===== src/rtl/conv11_pkg.sv =====
// Shared constants and state encoding for the conv11 output controller.
package conv11_pkg;
   localparam int DATA_W       = 16;
   localparam int TILE_LEN_DEF = 16;

   typedef enum logic [1:0] {
      ST_IDLE   = 2'd0,
      ST_STREAM = 2'd1,
      ST_DONE   = 2'd2
   } state_e;
endpackage


===== src/rtl/conv11_out_fifo.sv =====
// Two-entry register FIFO; the head entry is visible on data_o the cycle after it is written.
module conv11_out_fifo
   import conv11_pkg::*;
#(
   parameter int WIDTH = DATA_W + 1
) (
   input  logic             clk,
   input  logic             rst,
   input  logic             push_i,
   input  logic             pop_i,
   input  logic [WIDTH-1:0] data_i,
   output logic [WIDTH-1:0] data_o,
   output logic             full_o,
   output logic             empty_o,
   output logic [1:0]       count_o
);
   logic [WIDTH-1:0] mem_q [2];
   logic             wr_ptr_q;
   logic             rd_ptr_q;
   logic [1:0]       count_q;
   logic             do_push;
   logic             do_pop;

   assign full_o  = (count_q == 2'd2);
   assign empty_o = (count_q == 2'd0);
   assign count_o = count_q;
   assign data_o  = mem_q[rd_ptr_q];
   assign do_push = push_i && !full_o;
   assign do_pop  = pop_i && !empty_o;

   always_ff @(posedge clk) begin
      if (rst) begin
         wr_ptr_q <= 1'b0;
         rd_ptr_q <= 1'b0;
         count_q  <= 2'd0;
      end else begin
         if (do_push) wr_ptr_q <= ~wr_ptr_q;
         if (do_pop)  rd_ptr_q <= ~rd_ptr_q;
         count_q <= count_q + {1'b0, do_push} - {1'b0, do_pop};
      end
   end

   // Payload storage needs no reset; validity is tracked by count_q.
   always_ff @(posedge clk) begin
      if (do_push) mem_q[wr_ptr_q] <= data_i;
   end
endmodule


===== src/rtl/conv11_output_ctrl.sv =====
// Tile output controller: gathers TILE_LEN result beats through a 2-entry FIFO,
// tags the final beat, pulses tile_done and flags dropped beats.
module conv11_output_ctrl #(
   parameter int DATA_W   = conv11_pkg::DATA_W,
   parameter int TILE_LEN = conv11_pkg::TILE_LEN_DEF
) (
   input  logic              clk,
   input  logic              rst,
   input  logic              start,
   input  logic              compute_valid,
   input  logic [DATA_W-1:0] compute_data,
   output logic              compute_ready,
   output logic              output_valid,
   output logic [DATA_W-1:0] output_data,
   input  logic              output_ready,
   output logic              output_last,
   output logic              tile_done,
   output logic              overflow_err
);
   import conv11_pkg::*;

   localparam int                CNT_W    = $clog2(TILE_LEN + 1);
   localparam logic [CNT_W-1:0]  LAST_IDX = CNT_W'(TILE_LEN - 1);
   localparam logic [CNT_W-1:0]  TILE_CNT = CNT_W'(TILE_LEN);

   state_e           state_q, state_d;
   logic [CNT_W-1:0] push_cnt_q, push_cnt_d;
   logic [CNT_W-1:0] pop_cnt_q, pop_cnt_d;
   logic             ovf_q, ovf_d;

   logic             push, pop;
   logic             fifo_full, fifo_empty;
   logic [1:0]       fifo_count;
   logic [DATA_W:0]  fifo_dout;

   assign compute_ready = (state_q == ST_STREAM) && !fifo_full && (push_cnt_q < TILE_CNT);
   assign push          = compute_valid && compute_ready;
   assign output_valid  = !fifo_empty;
   assign pop           = output_valid && output_ready;
   assign output_data   = fifo_dout[DATA_W-1:0];
   assign output_last   = output_valid && fifo_dout[DATA_W];
   assign tile_done     = (state_q == ST_DONE);
   assign overflow_err  = ovf_q;

   // The last-beat tag travels with the payload so it stays aligned through back-pressure.
   conv11_out_fifo #(.WIDTH(DATA_W + 1)) u_fifo (
      .clk     (clk),
      .rst     (rst),
      .push_i  (push),
      .pop_i   (pop),
      .data_i  ({push_cnt_q == LAST_IDX, compute_data}),
      .data_o  (fifo_dout),
      .full_o  (fifo_full),
      .empty_o (fifo_empty),
      .count_o (fifo_count)
   );

   always_comb begin
      state_d    = state_q;
      push_cnt_d = push_cnt_q;
      pop_cnt_d  = pop_cnt_q;
      ovf_d      = ovf_q;
      case (state_q)
         ST_IDLE: begin
            if (start) begin
               state_d    = ST_STREAM;
               push_cnt_d = '0;
               pop_cnt_d  = '0;
            end
         end
         ST_STREAM: begin
            if (push) push_cnt_d = push_cnt_q + CNT_W'(1);
            if (pop)  pop_cnt_d  = pop_cnt_q + CNT_W'(1);
            // Full FIFO drops the beat even if a pop frees a slot this same cycle.
            if (compute_valid && (fifo_count == 2'd2) && (push_cnt_q < TILE_CNT))
               ovf_d = 1'b1;
            if (pop && (pop_cnt_q == LAST_IDX))
               state_d = ST_DONE;
         end
         ST_DONE: state_d = ST_IDLE;
         default: state_d = ST_IDLE;
      endcase
   end

   always_ff @(posedge clk) begin
      if (rst) begin
         state_q    <= ST_IDLE;
         push_cnt_q <= '0;
         pop_cnt_q  <= '0;
         ovf_q      <= 1'b0;
      end else begin
         state_q    <= state_d;
         push_cnt_q <= push_cnt_d;
         pop_cnt_q  <= pop_cnt_d;
         ovf_q      <= ovf_d;
      end
   end
endmodule


===== config.mk =====
export PLATFORM = sky130hd
export DESIGN_NAME = conv11_output_ctrl
export DESIGN_NICKNAME = d
export VERILOG_FILES = /design/src/rtl/conv11_pkg.sv /design/src/rtl/conv11_out_fifo.sv /design/src/rtl/conv11_output_ctrl.sv
export SDC_FILE = /design/constraint.sdc
export NUM_CORES = 1
export LEC_CHECK = 0
export CAP_MARGIN = 30
export CORE_ASPECT_RATIO = 1.1
export CORE_UTILIZATION = 25
export DETAILED_ROUTE_END_ITERATION = 8
export GPL_TIMING_DRIVEN = 0
export PLACE_DENSITY_LB_ADDON = 0.12
export RECOVER_POWER = 50
export SYNTH_ARGS = -nofsm -noshare
export SYNTH_HDL_FRONTEND = slang
export SYNTH_SLANG_ARGS = --single-unit

===== constraint.sdc =====
create_clock -name clk -period 2.2 [get_ports clk]
set_input_delay 0.44 -clock clk [delete_from_list [all_inputs] [get_ports clk]]
set_output_delay 0.44 -clock clk [all_outputs]
set_load 0.01 [all_outputs]

Word level (Yosys, flattened, before mapping)
Memory sizes are Yosys's and may differ from the RTL's. A register that Yosys moved wholly into a read port is not among the register bits.
Cells that the tools add are included.
- memory bits (read-only): 0
- RAM bits: 34
- word-level logic and storage cells: 55
- bits of input ports: 21
- memories kept: 1
- latch bits: 0
- output and inout bits: 21
- register bits after elaboration: 17
- memory list (name ; depth ; width ; read ports ; clocked after Yosys merged registers in ; write ports ; line ; source):
    u_fifo.mem_q ; 2 ; 17 ; 1 ; 1 ; 1 ; conv11_out_fifo.sv:17 ; logic [WIDTH-1:0] mem_q [2];
- multipliers: 0
- reduce and logical (&&, ||, !) cells: 19
- mux-type cells: 12
- bitwise gates (word level): 2
- magnitude comparators: 1
- equal/unequal tests: 9
- divide/modulo/power cells: 0
- shifts and indexed selects: 0
- add/sub/neg operators: 4
- operators by type and width (kind ; count):
    $pmux W5 S2 ; 2
    $mux W5 ; 3
    $add A5 B1 Y5 const B ; 2
    $eq A5 B4 Y1 const B ; 2
    $logic_and A1 B1 Y1 ; 10
    $reduce_and A3 Y1 ; 2
    $lt A5 B5 Y1 const B ; 1
    $eq A2 B2 Y1 const B ; 2
    $logic_not A2 Y1 ; 2
    $mux W1 ; 4
    $mux W2 ; 2
    $ne A2 B1 Y1 const B ; 2
    $ne A2 B2 Y1 const B ; 2
    $pmux W2 S2 ; 1
    $reduce_and A2 Y1 ; 2
    $add A2 B1 Y2 ; 1
    $eq A2 B1 Y1 const B ; 1
    $logic_not A1 Y1 ; 2
    $not A1 Y1 ; 2
    $reduce_bool A2 Y1 ; 1
    $sub A2 B1 Y2 ; 1

Depth between registers and ports, before layout
Gate-level depths: netlist (run 1).
- depth after elaboration: 8
- gate-level depth with buffers: 6
- mapped depth without buffers: 6

Hierarchy
Synthesis (run 1) repeated with hierarchy kept, for this count alone.
- cell total of the unflattened synthesis: 163
- area, all modules: 2215.9 um^2
- modules (own cells, without submodules) (module ; area an instance (um^2) ; times used ; cells each):
    conv11_out_fifo ; 1460.2 ; 1 ; 80
    conv11_output_ctrl ; 755.7 ; 1 ; 83

Worst setup path before layout (run 1)
Ideal clock, no wire load.
- path type: register to register
- start point: register state_q[0]
- end point: memory u_fifo.mem_q[0][0] (netlist name) (enable)
- arrival time: 1291 ps
- period minus slack after synthesis: 1660 ps
- buffers on the path: 1
- required time: 1831 ps
- cell stages (with the launch flop): 5
- setup time: 369 ps
- setup slack: 540 ps
- cell sequence: dfxtp_1 -> buf_4 -> nand4bb_4 -> or3_1 -> inv_1
- longest elaborated chain between the ends: 7
- ends and longest elaborated chain (item ; line ; source):
    from (decl) ; conv11_output_ctrl.sv:26 ; state_e state_q, state_d;
    from (signal assigned) ; conv11_output_ctrl.sv:92 ; state_q <= state_d;
    $eq A2 B1 Y1 ; conv11_output_ctrl.sv:36 ; assign compute_ready = (state_q == ST_STREAM) && !fifo_full && (push_cnt_q < TILE_CNT);
    $logic_and A1 B1 Y1 (2 in a row) ; conv11_output_ctrl.sv:36 ;
    $logic_and A1 B1 Y1 ; conv11_output_ctrl.sv:37 ; assign push = compute_valid && compute_ready;
    $logic_and A1 B1 Y1 ; conv11_out_fifo.sv:28 ; assign do_push = push_i && !full_o;
    $mux W1 ; conv11_out_fifo.sv:45 ; if (do_push) mem_q[wr_ptr_q] <= data_i;
    $mux W1 (not written as such) ; conv11_out_fifo.sv:45 ;
    to (decl) ; conv11_out_fifo.sv:17 ;
Every way passes these cells.

Final worst setup path (run 1)
- start point: register u_fifo.count_q[0] (netlist: u_fifo.count_o[0])
- end point: output port compute_ready
- longest elaborated chain between the ends: 4
- ends and longest elaborated chain (item ; line ; source):
    from (decl) ; conv11_out_fifo.sv:20 ; logic [1:0] count_q;
    from (signal assigned) ; conv11_out_fifo.sv:39 ; count_q <= count_q + {1'b0, do_push} - {1'b0, do_pop};
    $eq A2 B2 Y1 ; conv11_out_fifo.sv:24 ; assign full_o = (count_q == 2'd2);
    $logic_not A1 Y1 ; conv11_output_ctrl.sv:36 ;
    $logic_and A1 B1 Y1 (2 in a row) ; conv11_output_ctrl.sv:36 ;
    to (decl) ; conv11_output_ctrl.sv:12 ; output logic compute_ready,
Every way passes these cells.

==> results of run 1 <==
-- worst max-delay path by stage --
stage | from | cells past startpoint | endpoint | slack, ns
global route | rst | 5 | push_cnt_q[3] | 0.03
global placement | compute_valid | 4 | u_fifo.mem_q[0][14] | -0.28
finish | u_fifo.count_o[0] | 3 | compute_ready | 0.13
floorplan | state_q[0] | 4 | u_fifo.mem_q[0][0] | 0.54
CTS | register | 4 | output_data[2] | 0.0006
detailed placement | compute_valid | 4 | u_fifo.mem_q[0][15] | -0.27
-- logic make-up (layout without fill, tap and decap cells) --
family | after synthesis | in the layout | synth area share (%)
adders and majority gates | 5 | 5 | 2.81
muxes | 21 | 21 | 10.4
xor gates and xnor gates | 2 | 2 | 0.788
DFF | 52 | 52 | 62.1
AOI/OAI and AO/OA | 22 | 22 | 7.15
and+or+nand+nor | 47 | 47 | 13.2
buffers and inverters | 17 | 66 | 3.60
-- cell usage in the layout, fill, tap and decap left out, drive strengths merged, types with 2 or more instances in the layout --
| cell type | instances |
|---|---|
| clkbuf | 6 |
| dlygate4sd3 | 18 |
| o211ai | 4 |
| nor3 | 3 |
| edfxtp | 34 |
| buf | 5 |
| nand3 | 4 |
| mux2i | 5 |
| nor2 | 9 |
| dlygate4sd2 | 8 |
| or3b | 2 |
| nor2b | 3 |
| nand3b | 2 |
| clkdlybuf4s50 | 13 |
| nand2b | 4 |
| ha | 5 |
| nand2 | 8 |
| dfxtp | 18 |
| xor2 | 2 |
| o21ai | 2 |
| dlymetal6s2s | 2 |
| or3 | 2 |
| a21oi | 5 |
| mux2 | 16 |
| nand4 | 2 |
| bufinv | 3 |
| and3 | 3 |
| inv | 9 |
-- metrics by stage --
| stage | std cells | TNS [ns] |
|---|---|---|
| final | 326 | 0 |
| after global routing | 326 | 0 |
| after CTS | 326 | 0 |
| after detailed placement | 318 | -8.69 |
| after global placement | 318 | -9.49 |
| after floorplan | 166 | 0 |
-- power breakdown --
group / total, mW / switching (mW) / internal, mW
sequential: 1.16 / 0.0482 / 1.11
combinational: 0.650 / 0.297 / 0.353
clock: 0.878 / 0.310 / 0.568
total: 2.68 / 0.655 / 2.03
-- flip-flops by register name, indices dropped and copies added (netlist names), named ones only --
register / cells
overflow_err: 1
pop_cnt_q: 5
push_cnt_q: 5
state_q: 2
u_fifo.count_o: 2
u_fifo.mem_q: 34
u_fifo.rd_ptr_q: 1
u_fifo.wr_ptr_q: 1
-- area by class of cell --
type	count	area, µm²
Fill cell	860	5560
Inverter	11	45.0
Tap cell	111	139
Sequential cell	52	1380
Buffer	6	53.8
Timing Repair Buffer	41	405
Multi-Input combinational cell	97	748
Clock inverter	3	90.1
Clock buffer	5	68.8
-- what timing repair did --
| action | CTS | global route |
|---|---|---|
| resized for setup | 14 | 5 |
| hold endpoints to repair | 0 | 0 |
| setup endpoints to repair | 11 | 20 |
-- layer usage --
metal / global-route usage (%) / vias to the layer above
li1: - / 708
met1: 12.7 / 675
met2: 16.2 / 35
met3: 2.56 / 5
met4: 3.25 / 0
met5: 0 / -
-- worst max-delay path: stages (launching register included) --
cell	delay [ns]
dfxtp_2	0.41
nand2b_2	0.18
and4_1	0.21
clkdlybuf4s50_1	0.54
==> impl_results.md, run 1 <==
- PnR worst setup slack: 0.129 ns
- Pwr Density: 915 mW/mm²
- Unrepaired setup endpoints after global routing: no
- Top-count cell post-synth: edfxtp_1
- Hold worst-path end: pop_cnt_q[4]
- Post-Route Utilization: 34.5%
- Routed via count: 1,423
- First-pass GRT wire length: 7020 µm
- Synthesized area per cell: 13.4 µm²
- Status: complete, no violations
- Worst Reg2Reg Path Length in Cells: 3
- Number of clock sinks: 52
- Row count: 35
- Core ar.: 0.00850 mm²
- Pwr Total: 2.68 mW
- Endpoint class of the critical path: output pin
- Initial DRC count: 70
- Post-synth top area cell: edfxtp_1
- Clock latency on the worst-skew pair: 0.30 ns
- Starting Density: 26.2%
- Fmax achieved: 483 MHz
- Worst-path maximum fanout: 7
- Mean number of vias per cell: 4.37
- Mapped Area: 0.00222 mm²
- Rel. slew slack: 44.8%
- TritonCTS Buffers: 5
- GR Overflow Total: 0
- Sequential share of the synthesized area: 62.1%
- Cell Area, Placed: 0.00277 mm²
- Gpl congestion: 0.745
- Post-route cell area: 0.00293 mm²
- Clock-pin slew on the worst setup and hold paths: 0.10 ns
- Synth top area share: 45.9%
- Tcrit/Tclk final: 94.1%
- Actual slew at the worst max-slew pin: 0.828 ns
- Flop and latch count out of synthesis: 52
- CTS tree: yes
- WP data arrival: 1.63 ns
- R2R Setup Slk: 0.26 ns
- Antenna violations before repair: 0
- M1 WL: 2030 µm
- Number of port buffers: 41
- Die Ht: 101 µm
- Crit path time final: 2.07 ns
- Worst r2r src: state_q[1]
- Peak VDD IR: 0.000309 V
- Async SR Flop Fraction: 0%
- Top FF cell, synth: edfxtp_1
- Synth top area cells: edfxtp_1 (46%), dfxtp_1 (16%), mux2_2 (8.1%)
- Root Driver: clkbuf_8
- H-tree lvl count: 2
- Pre-CTS setup slack: -0.267 ns
- CTS Hold Bufs: 0
- Reg2reg end: u_fifo.mem_q[1][7]
- Yosys warnings: 0
- Fin Clk Skew: 0.0133 ns
- Final Net Count: 240
- Die Area: 0.00928 mm²
- Hold WC Path Type: reg -> reg
- Wire per inst: 13.2 µm
- Metal3 WL: 211 µm
- Detailed placement HPWL: 3060 µm
- CTS Buffer Depth: 2
- HP Start: pop_cnt_q[4]
- Final WL: 4320 µm
- Post-Syn Instances: 166
- Vias in the first global route: 1,424
- Top layer in use: met4
- Worst hold margin: 0.469 ns
- Post-synth EDFFs: 34
- Critical Path RT: 1.76 ns
- Setup violators final: 0
- Final hold vios: 0
- Leakage power: 1.05 nW
- Synth cell types: 44
- Met2 wire length: 2020 µm
- Critical Path Source Type: register
- 1st-pass router iterations: 4
- Tot GR Track Use: 9.89%
- Max Transition Viols Final: 0
- Synth Net Count: 192
- Postcts setup bufs: 0
- Pin count of the biggest net entering global routing: 18
- Critical path class: reg -> out
- Ant diodes: 0
- Most instantiated cells after synthesis: edfxtp_1 (34), dfxtp_1 (18), mux2_2 (16), inv_1 (10), nor2_1 (9)
- Syn-to-layout area delta: 31.9%
- DRC violations left: 0
- Number of max-cap violations: 0
- # IOs: 42
- DIE WIDTH: 91.9 µm
- Fraction of layout cells with a size suffix above 1: 18.1%
- Worst hold path stage count: 2
- DRT antenna net count: 0
Power figures use the tool's default switching activity.
==> inputs of run 2 (changes only) <==
--- a/config.mk
+++ b/config.mk
@@ -9,7 +9,6 @@
 export CORE_ASPECT_RATIO = 1.1
 export CORE_UTILIZATION = 25
 export DETAILED_ROUTE_END_ITERATION = 8
-export GPL_TIMING_DRIVEN = 0
 export PLACE_DENSITY_LB_ADDON = 0.12
 export RECOVER_POWER = 50
 export SYNTH_ARGS = -nofsm -noshare
==> run 2 against run 1 <==
  * Global-route usage is 0.17 points higher
  * Sequential power hardly changed
  * Final area is 0.21% lower
  * Routed wire length is 2.5% higher
  * Die area stayed put
  * Non-clock buffer count is 5 higher
  * Worst hold slack worse by 0.0049 ns
  * Combinational power is 6.3% higher
  * Critical path depth stayed put
  * Critical endpoint is now output_data[3]
  * Largest cell class unchanged
  * Highest routed layer unchanged
==> impl_results.md, run 2 (synthesis gave the netlist of run 1 again) <==
- Setup violators final: 0 (unchanged)
- Setup TNS after final layout: 0 ns (unchanged)
- Crit path time final: 2.11 ns (was 2.07 ns)
- CTS tree: yes (unchanged)
- Row count: 35 (unchanged)
- Hold WC Path Type: reg -> reg (unchanged)
- Final Net Count: 245 (was 240)
- Actual slew at the worst max-slew pin: 0.487 ns (was 0.828 ns)
- Most common cell after layout, fill and taps aside: edfxtp_1 (unchanged)
- Ant diodes: 0 (unchanged)
- Critical Path Source Type: register (unchanged)
- Clock latency on the worst-skew pair: 0.31 ns (was 0.30 ns)
- Starting Density: 26.2% (unchanged)
- Peak VDD IR: 0.000269 V (was 0.000309 V)
- Core ar.: 0.00850 mm² (unchanged)
- Most frequent cells in the layout: edfxtp_1 (34), clkdlybuf4s50_1 (22), dlygate4sd3_1 (19), mux2_2 (16), dfxtp_1 (16) (was edfxtp_1 (34), dlygate4sd3_1 (18), dfxtp_1 (17), mux2_2 (16), clkdlybuf4s50_1 (13))
- Worst hold margin: 0.464 ns (was 0.469 ns)
- Worst Reg2Reg Path Length in Cells: 3 (unchanged)
- Unrepaired setup endpoints after global routing: no (unchanged)
- # IOs: 42 (unchanged)
- R2R Setup Slk: 0.54 ns (was 0.26 ns)
- Routed via count: 1,429 (was 1,423)
- DIE WIDTH: 91.9 µm (unchanged)
- Critical path class: reg -> out (unchanged)
- Worst-path maximum fanout: 17 (was 7)
- Antenna violations before repair: 0 (unchanged)
- Die Area: 0.00928 mm² (unchanged)
- Final hold vios: 0 (unchanged)
- Vias in the first global route: 1,424 (unchanged)
- CTS Hold Bufs: 0 (unchanged)
- Reg with most FFs: u_fifo.mem_q (unchanged)
- Crit path to: output_data[3] (was compute_ready)
- DRC violations left: 0 (unchanged)
- Gpl congestion: 0.743 (was 0.745)
- GR Overflow Total: 0 (unchanged)
- Max reg flops: 34 (unchanged)
- Number of clock sinks: 52 (unchanged)
- PostCTS Resize Cnt: 0 (was 14)
- Root Driver: clkbuf_8 (unchanged)
- Initial DRC count: 15 (was 70)
- Number of port buffers: 41 (unchanged)
- Detailed placement HPWL: 3050 µm (was 3060 µm)
- Status: complete, no violations (unchanged)
- Syn-to-layout area delta: 31.6% (was 31.9%)
- Pwr Density: 823 mW/mm² (was 915 mW/mm²)
- Final WL: 4420 µm (was 4320 µm)
- Endpoint class of the critical path: output pin (unchanged)
- Largest registers: u_fifo.mem_q (34), pop_cnt_q (5), push_cnt_q (5) (unchanged)
- Pin count of the biggest net entering global routing: 18 (unchanged)
- Fin Clk Skew: 0.0157 ns (was 0.0133 ns)
- Mean number of vias per cell: 4.32 (was 4.37)
- Tot GR Track Use: 10.1% (was 9.89%)
- Critical Path RT: 1.76 ns (about the same)
- Wire per inst: 13.4 µm (was 13.2 µm)
- TritonCTS Buffers: 5 (unchanged)
- First-pass GRT wire length: 7110 µm (was 7020 µm)
- Number of max-cap violations: 0 (unchanged)
- Rel. slew slack: 67.5% (was 44.8%)
- Leakage power: 1.00 nW (was 1.05 nW)
- Reg2reg end: u_fifo.mem_q[1][4] (was u_fifo.mem_q[1][7])
- Worst r2r src: state_q[0] (was state_q[1])
- Tcrit/Tclk final: 96.1% (was 94.1%)
- H-tree lvl count: 2 (unchanged)
- Die Ht: 101 µm (unchanged)
- Pwr Total: 2.41 mW (was 2.68 mW)
- WP data arrival: 1.67 ns (was 1.63 ns)
- Postcts setup bufs: 0 (unchanged)
- Fmax achieved: 473 MHz (was 483 MHz)
- Clock-pin slew on the worst setup and hold paths: 0.09 ns (was 0.10 ns)
- 1st-pass router iterations: 4 (unchanged)
- Max Transition Viols Final: 0 (unchanged)
- Fraction of layout cells with a size suffix above 1: 19.5% (was 18.1%)
- CTS Buffer Depth: 2 (unchanged)
- DRT antenna net count: 0 (unchanged)
-- run 2: cell count changes in the layout (fill, tap and decap cells not counted), moves of 2 or more --
cell | before | now
buf_12 | 0 | 2
buf_4 | 1 | 6
buf_6 | 2 | 0
bufinv_16 | 3 | 0
clkdlybuf4s50_1 | 13 | 22
dlygate4sd2_1 | 8 | 0
dlymetal6s2s_1 | 2 | 0
-- run 2: worst min path at each step --
stage	cells after the start	start	endpoint	slack [ns]
6_report	2	pop_cnt_q[4]	pop_cnt_q[4]	0.46
4_1_cts	2	pop_cnt_q[4]	pop_cnt_q[4]	0.47
3_3_place_gp	2	pop_cnt_q[4]	pop_cnt_q[4]	0.45
5_1_grt	2	pop_cnt_q[4]	pop_cnt_q[4]	0.50
2_1_floorplan	2	pop_cnt_q[4]	pop_cnt_q[4]	0.43
3_5_place_dp	2	pop_cnt_q[4]	pop_cnt_q[4]	0.46
-- run 2: stage by stage --
stage / instance area (µm²) / utilization (%) / worst slack, ns / cells
finish: 2930 / 34.4 / 0.0865 / 331
global route: 2930 / 34.4 / 0.0201 / 331
CTS: 2950 / 34.7 / 0.0352 / 331
detailed placement: 2850 / 33.6 / 0.160 / 323
global placement: 2850 / 33.6 / 0.168 / 323
floorplan: 2220 / - / 0.540 / 166
-- run 2: critical path, cell delays in order (launching register included) --
cell and delay, ns:
dfxtp_1 0.36, buf_12 0.17, mux2_2 0.36, clkdlybuf4s50_1 0.48
-- run 2: where the power goes --
group	total [mW]	internal [mW]	switching, mW
clock	0.552	0.226	0.326
combinational	0.691	0.395	0.297
sequential	1.16	1.11	0.0563
total	2.41	1.73	0.679
-- run 2: cell type report --
| cell class | instances | area, µm² |
|---|---|---|
| clock buffers | 5 | 68.8 |
| clock inverters | 3 | 23.8 |
| fillers | 871 | 5570 |
| inverters | 11 | 41.3 |
| multi-input cells | 97 | 762 |
| flip-flops and latches | 52 | 1380 |
| well taps | 111 | 139 |
| repair buffers | 52 | 508 |
-- run 2: per-layer routing --
layer	part of all wire (%)	vias up	global-route usage, %
met5	0	-	0
met1	45	663	12.3
met4	1.1	0	3.61
met2	48	43	17.2
met3	5.4	5	2.56
li1	-	718	-
==> inputs of run 3 (changes only) <==
--- a/config.mk
+++ b/config.mk
@@ -7,8 +7,9 @@
 export LEC_CHECK = 0
 export CAP_MARGIN = 30
 export CORE_ASPECT_RATIO = 1.1
-export CORE_UTILIZATION = 25
+export CORE_UTILIZATION = 45
 export DETAILED_ROUTE_END_ITERATION = 8
+export HOLD_SLACK_MARGIN = 0.02
 export PLACE_DENSITY_LB_ADDON = 0.12
 export RECOVER_POWER = 50
 export SYNTH_ARGS = -nofsm -noshare
==> run 3 against run 2 <==
  * Die area down 44%
  * Clock skew fell by 0.010 ns
  * Via count increased by 3.4%
  * Routed wire length down 6.4%
  * Clock power shrank 0.7%
  * Non-clock buffer count decreased by 2
  * Power is 0.91% lower
  * Sequential share of layout area increased by 1.5 points
  * Utilization is 26 points higher
  * Register-to-register slack got worse by 0.10 ns
  * Critical endpoint is now output_data[9]
  * Largest power group unchanged
==> impl_results.md, run 3 (synthesis gave the netlist of run 1 again) <==
- Most frequent cells in the layout: edfxtp_1 (34), clkdlybuf4s50_1 (22), dlygate4sd3_1 (19), mux2_2 (16), dfxtp_1 (16) (unchanged)
- Fraction of layout cells with a size suffix above 1: 18.8% (was 19.5%)
- Core ar.: 0.00468 mm² (was 0.00850 mm²)
- Number of port buffers: 41 (unchanged)
- Endpoint class of the critical path: output pin (unchanged)
- Vias in the first global route: 1,378 (was 1,424)
- Post-Layout Cell Count: 274 (was 331)
- Hold WC Path Type: reg -> reg (unchanged)
- Die Area: 0.00523 mm² (was 0.00928 mm²)
- Root Driver: clkbuf_8 (unchanged)
- Post-Route Utilization: 60.6% (was 34.4%)
- Tcrit/Tclk final: 97.2% (was 96.1%)
- Pre-CTS setup slack: 0.128 ns (was 0.160 ns)
- # IOs: 42 (unchanged)
- Fin Clk Skew: 0.00547 ns (was 0.0157 ns)
- Critical Path RT: 1.76 ns (about the same)
- Leakage power: 1.01 nW (was 1.00 nW)
- Most common cell after layout, fill and taps aside: edfxtp_1 (unchanged)
- Setup TNS after final layout: 0 ns (unchanged)
- Mean number of vias per cell: 5.39 (was 4.32)
- DRT antenna net count: 0 (unchanged)
- Setup violators final: 0 (unchanged)
- Final Net Count: 243 (was 245)
- Number of max-cap violations: 0 (unchanged)
- DRC violations left: 0 (unchanged)
- PnR worst setup slack: 0.0612 ns (was 0.0865 ns)
- Status: complete, no violations (unchanged)
- Pwr Density: 841 mW/mm² (was 823 mW/mm²)
- CTS tree: yes (unchanged)
- Post-route cell area: 0.00284 mm² (was 0.00293 mm²)
- TritonCTS Buffers: 5 (unchanged)
- Unrepaired setup endpoints after global routing: no (unchanged)
- First-pass GRT wire length: 6610 µm (was 7110 µm)
- Tot GR Track Use: 16.8% (was 10.1%)
- Max reg flops: 34 (unchanged)
- Initial DRC count: 110 (was 15)
- 1st-pass router iterations: 4 (unchanged)
- Pwr Total: 2.39 mW (was 2.41 mW)
- Worst-path maximum fanout: 17 (unchanged)
- CTS Hold Bufs: 0 (unchanged)
- Fmax achieved: 468 MHz (was 473 MHz)
- Pin count of the biggest net entering global routing: 18 (unchanged)
- Ant diodes: 0 (unchanged)
- Wire per inst: 15.1 µm (was 13.4 µm)
- Detailed placement HPWL: 2970 µm (was 3050 µm)
- Largest registers: u_fifo.mem_q (34), pop_cnt_q (5), push_cnt_q (5) (unchanged)
- Reg with most FFs: u_fifo.mem_q (unchanged)
- WP data arrival: 1.70 ns (was 1.67 ns)
- Critical Path Source Type: register (unchanged)
- Final WL: 4140 µm (was 4420 µm)
- GR Overflow Total: 0 (unchanged)
- Antenna violations before repair: 0 (unchanged)
- Post-Place Cells: 266 (was 323)
- Number of clock sinks: 52 (unchanged)
- Rel. slew slack: 69.3% (was 67.5%)
- Gpl congestion: 0.814 (was 0.743)
- Actual slew at the worst max-slew pin: 0.461 ns (was 0.487 ns)
- H-tree lvl count: 2 (unchanged)
- Clock-pin slew on the worst setup and hold paths: 0.09 ns (about the same)
- Clock latency on the worst-skew pair: 0.30 ns (was 0.31 ns)
- Worst hold margin: 0.460 ns (was 0.464 ns)
- Critical path class: reg -> out (unchanged)
- Starting Density: 47.5% (was 26.2%)
- CTS Buffer Depth: 2 (unchanged)
- Peak VDD IR: 0.000329 V (was 0.000269 V)
- Syn-to-layout area delta: 27.6% (was 31.6%)
- Final hold vios: 0 (unchanged)
- Routed via count: 1,478 (was 1,429)
- DIE WIDTH: 69.0 µm (was 91.9 µm)
- Cell Area, Placed: 0.00276 mm² (was 0.00285 mm²)
- Row count: 26 (was 35)
- Max Transition Viols Final: 0 (unchanged)
- Die Ht: 75.7 µm (was 101 µm)
- Crit path time final: 2.14 ns (was 2.11 ns)
## run 3: cell count changes in the layout (fill, tap and decap cells not counted), sizes merged
cell | previous run | this run
buf | 8 | 7
clkinv | 2 | 3
clkinvlp | 2 | 0
## run 3: routing by layer
layer  GRT usage [%]  wire length [µm]  vias to the layer above
li1                -                 -                      720
met1            18.8              1740                      719
met2            30.4              2190                       32
met3            4.10               145                        7
met4            8.62                65                        0
met5               0                 0                        -
## run 3: final cells by class
class,instances,area (µm²)
Fill cell,393,1850
Sequential cell,52,1380
Timing Repair Buffer,50,488
Clock buffer,6,82.6
Multi-Input combinational cell,97,762
Clock inverter,2,10.0
Inverter,11,41.3
Tap cell,56,70.1
## run 3: worst paths after layout
path / startpoint / to / slack, ns / cells after the start
setup / recovery: register / output_data[9] / 0.06 / 3
hold / removal: pop_cnt_q[4] / pop_cnt_q[4] / 0.46 / 2
setup reg to reg: state_q[1] / u_fifo.mem_q[1][16] / 0.44 / 4
hold reg to reg: pop_cnt_q[4] / pop_cnt_q[4] / 0.46 / 2
## run 3: worst max-delay path, stage by stage (launching register included)
cell,delay [ns]
dfxtp_1,0.33
buf_6,0.20
mux2_2,0.36
clkdlybuf4s50_1,0.50
## run 3: report_power, final
group | switching (mW) | leakage (nW) | total (mW) | internal (mW)
clock network | 0.296 | 0.0510 | 0.548 | 0.251
logic | 0.298 | 0.497 | 0.678 | 0.380
registers | 0.0529 | 0.457 | 1.16 | 1.11
## run 3: timing repair
item | 4_1_cts | 5_1_grt
endpoints found under the hold margin | 0 | 0
buffers inserted | 0 | 0
resized for setup | 1 | 2
setup endpoints to repair | 2 | 1
